## src/rtl/primitive_assembler.sv

```systemverilog
// rtl/primitive_assembler.sv - collects vertices into point/line/triangle lists and emits them on a ready/valid port
//
// Ports:
//   CLK, RESET_N          clock, asynchronous active-low reset
//   Vertex, VertexValid   incoming vertex (X=[15:0], Y=[31:16]) and qualifier
//   StartPrimitive        open a list; PrimitiveType sampled alongside (0 pts, 1 lines, 2 tris)
//   EndPrimitive, Draw    close the list / emit the closed list
//   OutReady, OutValid    downstream handshake
//   OutType, OutV0..OutV2 presented primitive (unused vertex slots are 0)
//   OutLast               presented primitive is the final one of the list
//   Busy, Overflow, Error emitting / sticky buffer-full drop / one-cycle protocol violation
module primitive_assembler #(
    parameter int DEPTH = 16
) (
    input  logic        CLK,
    input  logic        RESET_N,
    input  logic [31:0] Vertex,
    input  logic        VertexValid,
    input  logic        StartPrimitive,
    input  logic [3:0]  PrimitiveType,
    input  logic        EndPrimitive,
    input  logic        Draw,
    input  logic        OutReady,
    output logic        OutValid,
    output logic [1:0]  OutType,
    output logic [31:0] OutV0,
    output logic [31:0] OutV1,
    output logic [31:0] OutV2,
    output logic        OutLast,
    output logic        Busy,
    output logic        Overflow,
    output logic        Error
);
    localparam int AW = $clog2(DEPTH);
    localparam int PW = AW + 1;

    typedef enum logic [1:0] {S_IDLE, S_COLLECT, S_CLOSED, S_EMIT} state_t;

    state_t          state_q, state_d;
    logic [1:0]      type_q, type_d;
    logic [PW-1:0]   wr_ptr_q, wr_ptr_d;
    logic [1:0]      grp_q, grp_d;
    logic [PW-1:0]   cnt_q, cnt_d;
    logic [AW-1:0]   rd_idx_q, rd_idx_d;
    logic [AW-1:0]   rd_base_q, rd_base_d;
    logic            ovf_q, ovf_d;
    logic            error_q, error_d;
    logic            vert_we;

    logic [31:0]     vbuf_q [DEPTH];

    logic [1:0]      n;
    logic [PW-1:0]   cnt_m1;
    logic            last;
    logic [AW-1:0]   a1, a2;

    assign n      = (type_q == 2'd0) ? 2'd1 : (type_q == 2'd1) ? 2'd2 : 2'd3;
    assign cnt_m1 = cnt_q - PW'(1);
    assign last   = ({1'b0, rd_idx_q} == cnt_m1);
    // Slots past the group size may wrap; they are masked off below.
    assign a1     = rd_base_q + AW'(1);
    assign a2     = rd_base_q + AW'(2);

    always_comb begin
        state_d   = state_q;
        type_d    = type_q;
        wr_ptr_d  = wr_ptr_q;
        grp_d     = grp_q;
        cnt_d     = cnt_q;
        rd_idx_d  = rd_idx_q;
        rd_base_d = rd_base_q;
        ovf_d     = ovf_q;
        error_d   = 1'b0;
        vert_we   = 1'b0;

        // A start outside EMIT always restarts, overriding same-cycle End/Vertex/Draw.
        if (state_q != S_EMIT && StartPrimitive) begin
            if (PrimitiveType < 4'd3) begin
                state_d  = S_COLLECT;
                type_d   = PrimitiveType[1:0];
                wr_ptr_d = '0;
                grp_d    = '0;
                cnt_d    = '0;
                ovf_d    = 1'b0;
            end else begin
                state_d  = S_IDLE;
                error_d  = 1'b1;
            end
        end else begin
            case (state_q)
                S_IDLE: begin
                    if (Draw) error_d = 1'b1;
                end
                S_COLLECT: begin
                    if (VertexValid) begin
                        if (wr_ptr_q == PW'(DEPTH)) begin
                            ovf_d = 1'b1;
                        end else begin
                            vert_we  = 1'b1;
                            wr_ptr_d = wr_ptr_q + PW'(1);
                            if (grp_q == n - 2'd1) begin
                                grp_d = '0;
                                cnt_d = cnt_q + PW'(1);
                            end else begin
                                grp_d = grp_q + 2'd1;
                            end
                        end
                    end
                    if (Draw) error_d = 1'b1;
                    if (EndPrimitive) state_d = S_CLOSED;
                end
                S_CLOSED: begin
                    if (Draw) begin
                        rd_idx_d  = '0;
                        rd_base_d = '0;
                        state_d   = (cnt_q != '0) ? S_EMIT : S_IDLE;
                    end
                end
                S_EMIT: begin
                    if (StartPrimitive || EndPrimitive || Draw) error_d = 1'b1;
                    if (OutReady) begin
                        if (last) begin
                            state_d = S_IDLE;
                        end else begin
                            rd_idx_d  = rd_idx_q + AW'(1);
                            rd_base_d = rd_base_q + AW'(n);
                        end
                    end
                end
                default: state_d = S_IDLE;
            endcase
        end
    end

    always_ff @(posedge CLK or negedge RESET_N) begin
        if (!RESET_N) begin
            state_q   <= S_IDLE;
            type_q    <= '0;
            wr_ptr_q  <= '0;
            grp_q     <= '0;
            cnt_q     <= '0;
            rd_idx_q  <= '0;
            rd_base_q <= '0;
            ovf_q     <= 1'b0;
            error_q   <= 1'b0;
        end else begin
            state_q   <= state_d;
            type_q    <= type_d;
            wr_ptr_q  <= wr_ptr_d;
            grp_q     <= grp_d;
            cnt_q     <= cnt_d;
            rd_idx_q  <= rd_idx_d;
            rd_base_q <= rd_base_d;
            ovf_q     <= ovf_d;
            error_q   <= error_d;
        end
    end

    // Vertex storage is not reset; stale contents are never presented.
    always_ff @(posedge CLK) begin
        if (vert_we) vbuf_q[wr_ptr_q[AW-1:0]] <= Vertex;
    end

    assign OutValid = (state_q == S_EMIT);
    assign Busy     = OutValid;
    assign OutType  = OutValid ? type_q : 2'd0;
    assign OutV0    = OutValid ? vbuf_q[rd_base_q] : 32'd0;
    assign OutV1    = (OutValid && n >= 2'd2) ? vbuf_q[a1] : 32'd0;
    assign OutV2    = (OutValid && n == 2'd3) ? vbuf_q[a2] : 32'd0;
    assign OutLast  = OutValid && last;
    assign Overflow = ovf_q;
    assign Error    = error_q;
endmodule

```

## config.mk

```make
export PLATFORM = sky130hd
export DESIGN_NAME = primitive_assembler
export DESIGN_NICKNAME = d
export VERILOG_FILES = /design/src/rtl/primitive_assembler.sv
export SDC_FILE = /design/constraint.sdc
export NUM_CORES = 1
export LEC_CHECK = 0
export CAP_MARGIN = 10
export CORE_ASPECT_RATIO = 1.4
export CORE_UTILIZATION = 45
export CTS_CLUSTER_DIAMETER = 40
export DETAILED_ROUTE_END_ITERATION = 10
export PLACE_DENSITY = 0.7
export SYNTH_ARGS = -nofsm -noshare
export SYNTH_HDL_FRONTEND = slang
export SYNTH_SLANG_ARGS = --single-unit
```

## constraint.sdc

```tcl
create_clock -name CLK -period 4.5 [get_ports CLK]
set_input_delay 1.35 -clock CLK [delete_from_list [all_inputs] [get_ports CLK]]
set_output_delay 1.35 -clock CLK [all_outputs]
set_load 0.02 [all_outputs]
```

==> impl_summary.md <==
Yosys
The number of cells produced by synthesis is 1,515. When the netlist entered floorplanning its net count stood at 1,575. Of the synthesized area, sequential elements account for 54.2%.

The top flip-flop cell by instance count after synthesis is edfxtp_1. The cell area that synthesis handed to floorplanning was 0.0296 mm^2. The share of async-settable or async-resettable flops after synthesis is 4.83%. The mean post-synth cell area is 19.5 um^2. The number of enable-type register cells in the synthesized netlist is 512. The count of synthesis-stage warnings from yosys is 0. Ranked by total cell area, the synthesized netlist is headed by edfxtp_1 52%, mux4_2 34%, dfrtp_1 2.2%.

After synthesis, the largest area contributor takes up 52.0% of total cell area. In this run, synthesis produced a sequential element count of 538. Counting distinct cell types in the post-synthesis netlist gives 57.

Summed over all instances, the cell type with the most area after synthesis is edfxtp_1.

Placement
The post-DP HPWL is 47.4 mm. Once placement finished, the instance area stood at 0.0327 mm^2. The weighted congestion at the end of routability-driven global placement is 0.798. In this run the tool buffered the top-level ports with 145 buffer cells.

In this run, placement finished with an instance count of 2,443.

Clock network
The tree is rooted in a clkbuf_16. The count of hold buffers inserted by post-cts repair is 0. The clock reaches the later pin of the worst-skew pair after 0.60 ns. The longest clock path from root to sink contains 3 buffers.

The tree built by TritonCTS fans out to 538 sinks. In this run the number of H-tree levels came out at 2. The clock transition time at the flip-flop clock pins of the worst setup and hold paths is 0.07 ns. TritonCTS created 54 clock buffers. The clock tree from TritonCTS is yes.

STA
The final worst-path setup slack is -0.00282 ns. The total of endpoints with negative setup slack in the final report is 1. For the final routed database, the setup TNS stands at -0.00282 ns. The total count of hold-check failures in the final report is 0.

After layout, the worst path uses 100% of the clock period. In this run the tightest slew margin relative to its limit is 33.3%. Setup repair after global routing could not meet its margin everywhere.

The post-layout minimum cycle time is 4.50 ns. For the final database, setup skew stands at 0.0250 ns. The maximum clock frequency is 222 MHz. The slew at the pin closest to its max-slew limit is 0.998 ns. The final number of max-transition violations is 0.

Run status
The final reports fail on negative setup slack. The run finished, with violations left.

Layout
The final cell count without fillers is 2,628. The total non-filler cell area in the finished layout is 0.0360 mm^2. Once layout is complete, the utilization of the core stands at 55.6%. Relative to the synthesized area, the layout overhead comes to 21.7%. Of the cells placed in the final design, the portion with a size suffix greater than 1 is 46.2%. At the end of the flow, the number of nets in the layout was 1,800.

Power
In this run the static leakage power is 11.5 nW. The power density over the cells is 574 mW/mm^2. The power after layout is 20.7 mW. Across the VDD grid, the largest voltage drop is 0.438 mV.

Critical path
Data on the critical path is required at its endpoint by 3.15 ns. For the worst setup path, the data arrival time is 3.15 ns. Setup slack on the worst reg-to-reg path comes out at 1.54 ns. The maximum fanout count along the critical path is 13. The worst setup path is of the flop to primary output kind. The slowest library cell on the worst path is dfrtp_4. On the worst path, the slowest cell contributes a delay of 0.51 ns. Walking the worst path, the cells encountered are buf_12 -> buf_16 -> buf_16 -> buf_4 -> mux4_2 -> mux4_2 -> and3_1 -> clkdlybuf4s15_2. The element type at the critical path end is a primary output. The type of origin of the critical path is a flop.

Global routing
Global routing used 25.4% of the available tracks across all layers. The first global-routing pass estimated 123 mm of wire. The leftover overflow at the end of global routing is 0. The number of antenna violations at the first check in global routing is 7. Entering global routing, the biggest net connects 67 pins. The number of global-route vias before repair is 18,500.

Floorplan
Pin placement for this block handled 146 I/O pins. The die is 305 um tall. The floorplan step defined a die boundary enclosing 0.0667 mm^2.

The area of the placeable core is 0.0647 mm^2. The horizontal die dimension is 219 um. In this run the core area contains 110 standard-cell rows. The initial cell density of the core is 45.7%.

Min path
The kind of path behind the tightest hold check is flop to flop.

Flow run
Across the run, the number of max-cap violations was 0.

Detailed routing
The post-detailed-route DRC marker count is 0. The total vias in the final route is 18,100. For this run, the detailed router's first-pass iteration total came to 5. The count of routing violations after the opening detailed-route iteration is 2,034.

The mean number of vias per cell is 6.88. The routed wirelength normalized by instance count is 31.8 um. Wires add up to 83.7 mm. The detail route stage leaves a number of antenna-violating nets equal to 0.
[Yosys cell counts, drive strengths merged, types with 5 or more instances]
cell	number
a21oi	11
xor2	5
nor3	8
nand2b	8
ha	16
and3	32
a211oi	65
mux2i	33
nor2b	34
nand3	11
dfrtp	26
edfxtp	512
mux4	448
nand2	17
nor2	30
o21ai	23
buf	80
inv	12
and2	36
xnor2	8
clkbuf	60
[flip-flops by register name (all words and copies together), names as in the netlist]
signal     count
type_q         2
wr_ptr_q       5
cnt_q          5
state_q        2
rd_base_q      4
vbuf_q       512
Error          1
Overflow       1
grp_q          2
rd_idx_q       4
[cell usage in the layout (no fill, tap or decap), types with 10 or more instances in the layout]
master / netlist / final
dlygate4sd2_1: 0 / 44
buf_12: 0 / 33
edfxtp_1: 512 / 512
mux4_2: 448 / 448
a211oi_1: 65 / 35
dfrtp_1: 26 / 22
clkbuf_2: 0 / 18
mux2i_1: 33 / 32
buf_4: 17 / 81
nor2_1: 29 / 17
ha_1: 16 / 12
nor2_4: 0 / 12
o21ai_0: 16 / 16
buf_2: 34 / 10
a211oi_2: 0 / 30
clkdlybuf4s50_1: 0 / 49
nand3_1: 11 / 11
and3_1: 32 / 28
inv_1: 12 / 12
nand2_1: 17 / 17
a21oi_1: 11 / 11
clkdlybuf4s15_2: 0 / 17
nor2b_1: 34 / 34
clkbuf_16: 0 / 58
bufinv_16: 0 / 10
clkinv_2: 0 / 11
buf_16: 0 / 25
and2_1: 36 / 36
[per-stage QoR]
step,hold slack (ns),setup WS (ns)
finish,0.545,-0.00282
global route,0.581,-0.0473
CTS,0.549,-0.0791
detailed placement,0.534,0.171
global placement,0.534,0.166
floorplan,0.484,0.0325
[repair_timing]
item                       in CTS  in global routing
gates cloned                   19                  3
pin swaps                       3                  5
gates resized for setup       250                 55
setup endpoints to repair      96                 60
setup buffers                  28                 31
[power by group]
group          switching [mW]  internal, mW  total, mW
combinational            4.50          5.59       10.1
clock                    1.98          2.84       4.83
sequential              0.139          5.60       5.74
total                    6.62          14.0       20.7
[path summary, 6_finish.rpt]
path	cells after the start	end	start
worst max-delay path	8	OutV2[17]	rd_base_q[0]$_DFFE_PN0P_
worst min register to register	2	Overflow$_DFFE_PN0P_	Overflow$_DFFE_PN0P_
min in group asynchronous	1	Error$_DFF_PN0_	RESET_N
worst min-delay path	2	Overflow$_DFFE_PN0P_	Overflow$_DFFE_PN0P_
max in group asynchronous	2	wr_ptr_q[0]$_DFFE_PN0P_	RESET_N
worst max register to register	8	vbuf_q[9][24]$_DFFE_PP_	state_q[0]$_DFFE_PN0P_
[metal layers]
metal,global-route usage [%],wire length [um],up-vias
met5,0,57,-
met4,10.6,3690,8
met3,3.74,6730,235
met2,44.3,43900,1077
met1,31.4,29300,9615
li1,-,-,7154
[kinds of logic (layout without fill, tap and decap cells)]
logic type | count (synthesis) | count (layout) | synth area share [%]
AO/OA/AOI/OAI | 120 | 120 | 2.91
flip-flops | 538 | 538 | 54.2
multiplexers | 482 | 482 | 35.3
buffers and inverters | 152 | 422 | 2.65
XOR/XNOR | 13 | 13 | 0.436
other | 0 | 3 | 0
AND/OR/NAND/NOR | 193 | 193 | 3.78
adder cells (fa/ha/maj) | 17 | 17 | 0.745
[worst max-delay path: cells and delay by family, from the launching register on]
| family | cells | cell delay (ns) |
|---|---|---|
| multiplexers | 2 | 0.92 |
| flip-flops | 1 | 0.51 |
| buffers and inverters | 5 | 0.87 |
| AND/OR/NAND/NOR | 1 | 0.26 |
[layout make-up]
class                   instances  area, um^2
well taps                     840        1050
diodes                          3        7.51
multi-input cells             825       13100
fillers                      4741       28700
repair buffers                309        3780
clock inverters                38         499
flip-flops and latches        538       16000
clock buffers                  63        1410
inverters                      12        45.0
Power figures use the tool's default switching activity.
